`src/rtl/calc_pkg.sv`:
```
// Shared definitions for the UART calculator datapath: opcode encodings and ALU state enum.
package calc_pkg;

   typedef enum logic [1:0] {
      OP_ADD = 2'd0,
      OP_SUB = 2'd1,
      OP_MUL = 2'd2,
      OP_DIV = 2'd3
   } op_e;

   typedef enum logic [1:0] {
      StIdle = 2'd0,
      StExec = 2'd1,
      StIter = 2'd2,
      StDone = 2'd3
   } alu_state_e;

endpackage

```
`src/rtl/calc_muldiv_iter.sv`:
```
// Iterative engine: shift-add multiplier / restoring divider sharing one 2*WIDTH register.
// Layout of acc: MUL {partial high, multiplier remainder}, DIV {remainder, quotient}.
module calc_muldiv_iter #(
   parameter int unsigned WIDTH = 16
) (
   input  logic               clk,
   input  logic               n_rst,
   input  logic               load,
   input  logic               step,
   input  logic               is_div,
   input  logic [WIDTH-1:0]   src1,
   input  logic [WIDTH-1:0]   src2,
   output logic               last,
   output logic [2*WIDTH-1:0] res_next
);

   localparam int unsigned CntW = $clog2(WIDTH);

   logic [2*WIDTH-1:0] acc_q, acc_d;
   logic [CntW-1:0]    cnt_q, cnt_d;
   logic [WIDTH:0]     mul_sum;
   logic [WIDTH:0]     div_part;
   logic [WIDTH:0]     div_diff;

   always_comb begin
      mul_sum  = {1'b0, acc_q[2*WIDTH-1:WIDTH]}
               + {1'b0, (acc_q[0] ? src2 : {WIDTH{1'b0}})};
      div_part = {acc_q[2*WIDTH-1:WIDTH], acc_q[WIDTH-1]};
      // Bit WIDTH set means the trial subtraction borrowed: restore.
      div_diff = div_part - {1'b0, src2};
      acc_d    = acc_q;
      cnt_d    = cnt_q;
      if (load) begin
         acc_d = {{WIDTH{1'b0}}, src1};
         cnt_d = CntW'(WIDTH - 1);
      end else if (step) begin
         if (is_div) begin
            if (!div_diff[WIDTH]) begin
               acc_d = {div_diff[WIDTH-1:0], acc_q[WIDTH-2:0], 1'b1};
            end else begin
               acc_d = {div_part[WIDTH-1:0], acc_q[WIDTH-2:0], 1'b0};
            end
         end else begin
            acc_d = {mul_sum, acc_q[WIDTH-1:1]};
         end
         cnt_d = cnt_q - CntW'(1);
      end
   end

   always_ff @(posedge clk or negedge n_rst) begin
      if (!n_rst) begin
         acc_q <= '0;
         cnt_q <= '0;
      end else begin
         acc_q <= acc_d;
         cnt_q <= cnt_d;
      end
   end

   assign last     = (cnt_q == '0);
   assign res_next = acc_d;

endmodule

```
`src/rtl/calc_alu.sv`:
```
// Multi-operation calculator ALU: ADD/SUB in one step, MUL/DIV via calc_muldiv_iter,
// divide-by-zero flagged on err. One request in flight; start only accepted while idle.
module calc_alu
   import calc_pkg::*;
#(
   parameter int unsigned WIDTH = 16
) (
   input  logic               clk,
   input  logic               n_rst,
   input  logic               start,
   input  logic [1:0]         op,
   input  logic [WIDTH-1:0]   src1,
   input  logic [WIDTH-1:0]   src2,
   output logic               busy,
   output logic               done,
   output logic [2*WIDTH-1:0] calc_res,
   output logic               err
);

   alu_state_e         state_q, state_d;
   op_e                op_q, op_d;
   logic [WIDTH-1:0]   src1_q, src1_d;
   logic [WIDTH-1:0]   src2_q, src2_d;
   logic [2*WIDTH-1:0] res_q, res_d;
   logic               err_q, err_d;
   logic               it_load, it_step, it_last;
   logic [2*WIDTH-1:0] it_res;
   logic [WIDTH:0]     sub_diff;

   calc_muldiv_iter #(
      .WIDTH(WIDTH)
   ) u_iter (
      .clk     (clk),
      .n_rst   (n_rst),
      .load    (it_load),
      .step    (it_step),
      .is_div  (op_q == OP_DIV),
      .src1    (src1_q),
      .src2    (src2_q),
      .last    (it_last),
      .res_next(it_res)
   );

   always_comb begin
      state_d  = state_q;
      op_d     = op_q;
      src1_d   = src1_q;
      src2_d   = src2_q;
      res_d    = res_q;
      err_d    = err_q;
      it_load  = 1'b0;
      it_step  = 1'b0;
      // Extra top bit carries the sign of the difference for sign extension.
      sub_diff = {1'b0, src1_q} - {1'b0, src2_q};
      unique case (state_q)
         StIdle: begin
            if (start) begin
               op_d    = op_e'(op);
               src1_d  = src1;
               src2_d  = src2;
               state_d = StExec;
            end
         end
         StExec: begin
            unique case (op_q)
               OP_ADD: begin
                  res_d   = {{WIDTH{1'b0}}, src1_q} + {{WIDTH{1'b0}}, src2_q};
                  err_d   = 1'b0;
                  state_d = StDone;
               end
               OP_SUB: begin
                  res_d   = {{(WIDTH-1){sub_diff[WIDTH]}}, sub_diff};
                  err_d   = 1'b0;
                  state_d = StDone;
               end
               OP_MUL: begin
                  it_load = 1'b1;
                  state_d = StIter;
               end
               OP_DIV: begin
                  if (src2_q == '0) begin
                     res_d   = '1;
                     err_d   = 1'b1;
                     state_d = StDone;
                  end else begin
                     it_load = 1'b1;
                     state_d = StIter;
                  end
               end
            endcase
         end
         StIter: begin
            it_step = 1'b1;
            if (it_last) begin
               res_d   = it_res;
               err_d   = 1'b0;
               state_d = StDone;
            end
         end
         StDone: begin
            state_d = StIdle;
         end
      endcase
   end

   always_ff @(posedge clk or negedge n_rst) begin
      if (!n_rst) begin
         state_q <= StIdle;
         op_q    <= OP_ADD;
         src1_q  <= '0;
         src2_q  <= '0;
         res_q   <= '0;
         err_q   <= 1'b0;
      end else begin
         state_q <= state_d;
         op_q    <= op_d;
         src1_q  <= src1_d;
         src2_q  <= src2_d;
         res_q   <= res_d;
         err_q   <= err_d;
      end
   end

   assign busy     = (state_q != StIdle);
   assign done     = (state_q == StDone);
   assign calc_res = res_q;
   assign err      = err_q;

endmodule

```
`config.mk`:
```
export PLATFORM = sky130hd
export DESIGN_NAME = calc_alu
export DESIGN_NICKNAME = d
export VERILOG_FILES = /design/src/rtl/calc_pkg.sv /design/src/rtl/calc_muldiv_iter.sv /design/src/rtl/calc_alu.sv
export SDC_FILE = /design/constraint.sdc
export NUM_CORES = 1
export LEC_CHECK = 0
export ABC_AREA = 1
export CAP_MARGIN = 20
export CELL_PAD_IN_SITES_DETAIL_PLACEMENT = 1
export CELL_PAD_IN_SITES_GLOBAL_PLACEMENT = 1
export CORE_MARGIN = 4
export CORE_UTILIZATION = 47
export CTS_CLUSTER_DIAMETER = 50
export DETAILED_ROUTE_END_ITERATION = 16
export DONT_BUFFER_PORTS = 1
export PLACE_DENSITY_LB_ADDON = 0.08
export SYNTH_ARGS = -nofsm -noshare
export SYNTH_HDL_FRONTEND = slang
export SYNTH_SLANG_ARGS = --single-unit
```
`constraint.sdc`:
```
create_clock -name clk -period 3.2 [get_ports clk]
set_input_delay 0.8 -clock clk [delete_from_list [all_inputs] [get_ports clk]]
set_output_delay 0.8 -clock clk [all_outputs]
set_load 0.02 [all_outputs]
```
# Yosys cells after proc, flatten, opt, wreduce, memory -nomap -nowiden
# Cells that the tools add are included.
classes:
  addsub: 5
  n_eq_ne: 11
  mux: 24
  n_reduce_logical: 12
op_table:
  columns: ["operator", "count"]
  rows:
  - ["2-to-1 mux 32 bit", 6]
  - ["one-hot mux 32 bit (3 select lines)", 1]
  - ["one-hot mux 32 bit (2 select lines)", 1]
  - ["adder 16 x 16 -> 17 bit", 2]
  - ["subtractor 16 x 16 -> 17 bit", 1]
  - ["subtractor 17 x 16 -> 17 bit", 1]
  - ["zero test 16 bit", 1]
  - ["2-to-1 mux 16 bit", 1]
  - ["equality test 2 bit (second input constant)", 4]
  - ["2-to-1 mux 4 bit", 2]
  - ["one-hot mux 2 bit (4 select lines)", 1]
  - ["AND reduction 4 bit", 2]
  - ["2-to-1 mux 1 bit", 6]
  - ["one-hot mux 1 bit (2 select lines)", 3]
  - ["one-hot mux 2 bit (3 select lines)", 1]
  - ["nonzero test 2 bit", 3]
  - ["equality test 2 x 1 -> 1 bit (second input constant)", 2]
  - ["zero test 2 bit", 2]
  - ["zero test 4 bit", 1]
  - ["2-to-1 mux 2 bit", 2]
  - ["inequality test 2 bit (second input constant)", 2]
  - ["inequality test 4 x 1 -> 1 bit (second input constant)", 1]
  - ["AND reduction 2 bit", 2]
  - ["subtractor 4 x 1 -> 4 bit (second input constant)", 1]
  - ["other kinds (3)", 3]
totals:
  reg_bits: 105
  in_bits: 37
  output_inout_bits: 35
  elab_cells: 60

# Longest topological paths before layout
# Gate-level depths: netlist of run 1.
depth:
  ltp_word: 7
  depth_mapped: 19
  mapped_depth_nobuf: 18

# Cells and area by module
# From an unflattened synthesis of run 1, not the netlist that was laid out.
hier_totals:
  cells_unflattened: 1476
  hier_area_um2: 9536.6
by_module_without_submodules:
  columns: ["module", "n_inst", "cells_per_inst", "area_each_um2", "seq_area_each_um2"]
  rows:
  - ["calc_alu", 1, 748, 5237.5, 1726.7]
  - ["calc_muldiv_iter", 1, 728, 4299.1, 900.9]

# Worst setup path after synthesis of run 1
# No wires, ideal clock.
synth_timing:
  path_type: "flip-flop to flip-flop"
  startpoint: "register u_iter.acc_q[0]"
  endpoint: "register res_q[29], in the netlist calc_res[29]"
  setup_time_ps: 78
  arrival_ps: 2419
  required_ps: 3122
  path_slack_ps: 703
  stages_incl_launch_ff: 17
  path_buffers: 2
  synth_period_minus_slack_ps: 2497
  cell_sequence: "dfrtp_1 > clkbuf_1 > clkbuf_1 > nand2_1 > inv_1 > ha_1 > inv_1 > fa_1 > inv_1 > nand4_1 > o211ai_1 > nand2_1 > a21oi_1 > nor2_1 > nor2_1 > nand2_1 > a21boi_1"
synth_via:
  elab_chain_cells: 7
synth_rtl:
  columns: ["item", "line", "rtl"]
  rows:
  - ["start, declared", "calc_muldiv_iter.sv:19", "logic [2*WIDTH-1:0] acc_q, acc_d;"]
  - ["start signal, assigned", "calc_muldiv_iter.sv:52", "acc_q <= '0;"]
  - ["start signal, assigned", "calc_muldiv_iter.sv:55", "acc_q <= acc_d;"]
  - ["2-to-1 mux 16 bit", "calc_muldiv_iter.sv:27", "+ {1'b0, (acc_q[0] ? src2 : {WIDTH{1'b0}})};"]
  - ["adder 16 x 16 -> 17 bit", "calc_muldiv_iter.sv:27", null]
  - ["2-to-1 mux 32 bit", "calc_muldiv_iter.sv:37", "if (is_div) begin"]
  - ["2-to-1 mux 32 bit", "calc_muldiv_iter.sv:36", "end else if (step) begin"]
  - ["2-to-1 mux 32 bit", "calc_muldiv_iter.sv:33", "if (load) begin"]
  - ["2-to-1 mux 32 bit", "calc_alu.sv:94", "if (it_last) begin"]
  - ["one-hot mux 32 bit (2 select lines)", "calc_alu.sv:55", "unique case (state_q)"]
  - ["end signal, assigned", "calc_alu.sv:119", "res_q <= res_d;"]
  - ["end, declared", "calc_alu.sv:24", "logic [2*WIDTH-1:0] res_q, res_d;"]
# No other way between the ends. The select of a mux whose other input is x is not followed.
# A chain may end at the register's enable or synchronous reset.

# Worst setup path after layout of run 1
layout_timing:
  startpoint: "register u_iter.acc_q[15]"
  endpoint: "register res_q[20], in the netlist calc_res[20]"
layout_via:
  elab_chain_cells: 7
layout_rtl:
  columns: ["item", "line", "rtl"]
  rows:
  - ["subtractor 17 x 16 -> 17 bit", "calc_muldiv_iter.sv:30", "div_diff = div_part - {1'b0, src2};"]
  - ["2-to-1 mux 32 bit", "calc_muldiv_iter.sv:38", "if (!div_diff[WIDTH]) begin"]
  - ["2-to-1 mux 32 bit", "calc_muldiv_iter.sv:37", null]
  - ["2-to-1 mux 32 bit", "calc_muldiv_iter.sv:36", null]
  - ["2-to-1 mux 32 bit", "calc_muldiv_iter.sv:33", null]
  - ["2-to-1 mux 32 bit", "calc_alu.sv:94", null]
  - ["one-hot mux 32 bit (2 select lines)", "calc_alu.sv:55", null]
# No other way between the ends. The select of a mux whose other input is x is not followed.

==> results.cfg, run 1 <==
[floorplan]
die_x_um = 147
core-area_um2 = 18800
die_area_um2 = 21500
io_pins = 72
die_h_um = 147
start_util_pct = 48.1
std_cell_rows = 50

[timing]
period_minus_slack_ns = 2.85
max_slew.worst_pin.slew_ns = 0.933
finalMaxSlewViolations = 0
fmax_mhz = 351
finalWorstSetupSlack_ns = 0.349
setup-tns-final_ns = 0
fin_skew_ns = 0.0108
rsz0062_at_grt = no
hold_viol = 0
maxSlewHeadroom_pct = 37.6
setup_viol = 0
min_period_over_period_pct = 89.1

[place]
gp_congestion = 0.996
post-place-ws_ns = 0.387
place_hpwl_um = 24700
numPortBuffers = 0

[worst_setup_path]
worst-setup-path-type = reg2reg
cp_max_fo = 17
cp-end-kind = flip-flop
reg2reg_to = calc_res[20]
r2r-start = u_iter.acc_q[15]
cp.required_ns = 3.43
critPathLaunch = u_iter.acc_q[15]
regToRegSetupSlack_ns = 0.35
critPathLaunchType = flip-flop
endpoint = calc_res[20]
arrival_ns = 3.08
rr_worst_depth = 15

[layout]
syn2layout_area_growth_pct = 4.83
register_area_um2 = 2630
multi_input_area_um2 = 5500
fillCellCount = 2502
nets = 1399
antenna_cells = 0
final_layout_size_suffix_gt1_share_pct = 8.46

[synth]
synth_common_cells = nand2_1 (351), inv_1 (170), nand3_1 (109)
yosysTopAreaCell = dfrtp_1
synth_edf_count = 0
synth_top_flop_cell = dfrtp_1
yosysTopAreaCellShare_pct = 29.1
ys_ff_latch = 105
yosysMostFrequentCell = nand2_1
syn_avg_cell_area_um2 = 6.91
yosysWarnings = 0
synth_area_leaders = dfrtp_1 (29%), nand2_1 (15%), ha_1 (10%)
synthCells = 1305
ys_seq_area_share_pct = 29.1
synthArstFlopShare_pct = 100
synthDistinctLibCells = 46
synth_fp_nets = 1420
synth_area_um2 = 9020

[global_route]
grt_max_degree = 106
grt_remaining_overflow = 0
grt_pass1_vias = 8836
antenna_found_initial = 0
grt_pass1_wl_um = 50700
gr-usage-all-layers_pct = 30.0

[hold_path]
min_path_type = in2async

[clock_network]
cts_max_level = 3
cts_repair_resize_count = 0
cts_sinks = 105
postCtsSetupRepairBufs = 0
cts_buffers = 9
tritoncts = built
cts-root-buf = clkbuf_16
cts_buffer_depth = 2
clkTransAtPathRegs_ns = 0.08
clk_latency_ns = 0.36
hold_buffers = 0

[drt]
drt-pass1-iter-count = 5
wl_per_cell_um = 20.9
vias_per_cell = 5.87
totalWireLength_um = 31900
drc = 0
vias = 8934
final_antenna_net_count = 0
drt-initial-drc-count = 723

[flow_run]
drv_cap = 0

[status]
status = complete, no violations
[metal layers]
metal | up-vias | wire, um | global-route usage [%]
li1 | 4217 | - | -
met1 | 4357 | 15300 | 43.8
met5 | - | 0 | 0
met2 | 305 | 13800 | 45.5
met4 | 0 | 787 | 8.04
met3 | 55 | 1940 | 5.65
[registers in the layout (all words and copies together) (netlist names)]
register	flops
calc_res	32
err	1
op_q	2
src1_q	16
src2_q	16
state_q	2
u_iter.acc_q	32
u_iter.cnt_q	4
[kinds of logic (layout without fill, tap and decap cells)]
logic type | Yosys count | after routing | share of synthesized area (%)
AND/OR/NAND/NOR | 649 | 649 | 32.1
AO/OA/AOI/OAI | 221 | 221 | 14.2
buffers and inverters | 221 | 205 | 9.99
flip-flops | 105 | 105 | 29.1
adder cells (fa/ha/maj) | 78 | 78 | 11.2
XOR/XNOR | 16 | 16 | 1.55
multiplexers | 15 | 15 | 1.87
[through the flow]
step           utilization, %  instances  area [um2]  hold WS [ns]
4_1_cts                  50.4       1523        9460         0.117
3_5_place_dp             48.9       1507        9180         0.488
6_report                 50.4       1523        9460         0.128
5_1_grt                  50.4       1523        9460         0.110
2_1_floorplan               -       1305        9020         0.462
3_3_place_gp             48.9       1507        9180         0.481
[worst max-delay path, cell delays in order (launching register included)]
cell and delay, ns:
dfrtp_1 0.43, inv_1 0.10, ha_1 0.21, fa_1 0.40, inv_1 0.09, nand3_1 0.07, nand2_1 0.11, nand2_1 0.07
nand2_2 0.10, nand2_2 0.07, nand3_2 0.23, nand2_4 0.22, inv_2 0.22, nor2_1 0.07, o21ai_1 0.21, a21boi_1 0.10
[how the worst min path moves through the flow]
| stage | from | endpoint | slack (ns) | cells after the start |
|---|---|---|---|---|
| floorplan | u_iter.cnt_q[0] | u_iter.cnt_q[0] | 0.46 | 1 |
| global placement | u_iter.cnt_q[0] | u_iter.cnt_q[0] | 0.48 | 1 |
| detailed placement | u_iter.cnt_q[0] | u_iter.cnt_q[0] | 0.49 | 1 |
| CTS | n_rst | src1_q[5] | 0.12 | 0 |
| global route | n_rst | calc_res[15] | 0.11 | 0 |
| finish | n_rst | src1_q[5] | 0.13 | 0 |
[layout by cell type (no fill, tap or decap), types with 4 or more instances in the layout]
master and count:
o21ai_1 8, inv_2 6, nand3_1 109, o221ai_1 13, nand2_2 11, buf_4 13, inv_1 170, o211ai_1 15
nand3b_1 8, clkbuf_16 9, mux2_2 15, a21oi_1 90, nor2_1 100, nor4_1 4, nor3_1 5, xnor2_1 9
nand4_1 17, xor2_1 7, nand3_2 18, nand2_1 350, a21boi_1 11, fa_1 4, ha_1 73, or2_2 18
a21oi_2 4, dfrtp_1 105, o21ai_0 63
[layout make-up]
class,count,area share [%]
inverters,176,6.99
multi-input cells,979,58.1
repair buffers,13,1.03
well taps,234,3.10
clock buffers,10,2.42
clock inverters,6,0.543
flip-flops and latches,105,27.8
Power of run 1 is not shown: default switching activity piles up to over one toggle a cycle in this logic, so the estimate is an artifact.
==> run 2: changes to the inputs <==
Settings changed: CORE_UTILIZATION 47 to 43, DONT_BUFFER_PORTS 1 to not set.
==> results.cfg, run 2 (synthesis gave the netlist of run 1 again) <==
[global_route]
antenna_found_initial = 0
gr-usage-all-layers_pct = 28.8
grt_remaining_overflow = 0
grt_max_degree = 65
grt_pass1_wl_um = 53400
grt_pass1_vias = 9325

[worst_setup_path]
cp.required_ns = 3.49
crit_slowest_cell = dfrtp_1
critical_path.cell_chain = nand2_1 -> inv_1 -> ha_1 -> inv_1 -> fa_1 -> nor2_1 -> o21ai_0 -> nand2_1 -> nand4_1 -> nand3_1 -> nand2_1 -> nand3_1 -> nand3_1 -> a21boi_1
critPathLaunchType = flip-flop
worst-setup-path-type = reg2reg
cp-end-kind = flip-flop
arrival_ns = 3.13
cp_max_fo = 18
cp_slowest_stage_delay_ns = 0.73

[clock_network]
hold_buffers = 0
cts_max_level = 3
clkTransAtPathRegs_ns = 0.08
cts_buffers = 9
cts_repair_resize_count = 0
tritoncts = built
cts-root-buf = clkbuf_16
cts_buffer_depth = 2
cts_sinks = 105
postCtsSetupRepairBufs = 0
clk_latency_ns = 0.37

[layout]
antenna_cells = 0
syn2layout_area_growth_pct = 14.0
fin_cells = 1635
final_layout_size_suffix_gt1_share_pct = 8.42
layout_commonest_cell = nand2_1
fillCellCount = 2697
final_cell_mix = nand2_1 (350), inv_1 (170), nand3_1 (109)
nets = 1475

[place]
numPortBuffers = 71
gp_congestion = 0.961
place_hpwl_um = 26600
dpl.cell_count = 1619

[timing]
fin_skew_ns = 0.0115
setup_viol = 0
maxSlewHeadroom_pct = 59.7
hold_viol = 0
setup-tns-final_ns = 0
rsz0062_at_grt = no
max_slew.worst_pin.slew_ns = 0.604
finalMaxSlewViolations = 0
fmax_mhz = 352
period_minus_slack_ns = 2.84
min_period_over_period_pct = 88.7

[floorplan]
die_x_um = 153
std_cell_rows = 52
die_area_um2 = 23400
start_util_pct = 44.2
core-area_um2 = 20400
io_pins = 72
die_h_um = 153

[drt]
drt-pass1-iter-count = 5
final_antenna_net_count = 0
drc = 0
vias_per_cell = 5.61
vias = 9175
wl_per_cell_um = 20.5
drt-initial-drc-count = 667
totalWireLength_um = 33600

[hold_path]
min_path_type = in2async

[flow_run]
drv_cap = 0

[status]
status = complete, no violations
run 2: metrics by stage:
step                      cell area [um2]  hold slack, ns  setup WS (ns)  util [%]
final                               10300           0.426          0.361      50.3
after global routing                10300           0.464         0.0830      50.3
after CTS                           10300           0.463          0.414      50.3
after detailed placement             9990           0.464          0.414      48.9
after global placement               9990           0.463          0.529      48.9
after floorplan                      9020           0.462          0.703         -
run 2: metal layers:
layer / vias to the layer above / part of all wire (%) / track usage (%)
li1: 4375 / - / -
met1: 4459 / 48 / 41.6
met2: 287 / 45 / 45.2
met3: 54 / 5.1 / 3.70
met4: 0 / 2.8 / 8.82
met5: - / 0 / 0
run 2: layout make-up:
type,instances,area (um2),share of cell area [%]
Sequential cell,105,2630,25.6
Timing Repair Buffer,89,868,8.45
Clock buffer,11,243,2.36
Inverter,176,661,6.43
Multi-Input combinational cell,979,5500,53.5
Tap cell,270,338,3.29
Clock inverter,5,47.5,0.462
run 2: final timing paths:
kind | from | end | slack [ns] | cells after the start
setup / recovery | u_iter.acc_q[0] | calc_res[27] | 0.36 | 14
hold / removal | n_rst | calc_res[5] | 0.43 | 1
setup reg to reg | u_iter.acc_q[0] | calc_res[27] | 0.36 | 14
hold reg to reg | calc_res[3] | calc_res[3] | 0.48 | 2
max in group asynchronous | n_rst | u_iter.acc_q[31] | 2.00 | 2
min in group clk | calc_res[3] | calc_res[3] | 0.48 | 2
run 2: critical path, delay by kind of cell, from the launching register on:
| family | cells | cell delay, ns |
|---|---|---|
| AND/OR/NAND/NOR | 8 | 0.92 |
| adder cells (fa/ha/maj) | 2 | 0.67 |
| flip-flops | 1 | 0.73 |
| buffers and inverters | 2 | 0.16 |
| AO/OA/AOI/OAI | 2 | 0.27 |
Power of run 2 is left out for the same reason.
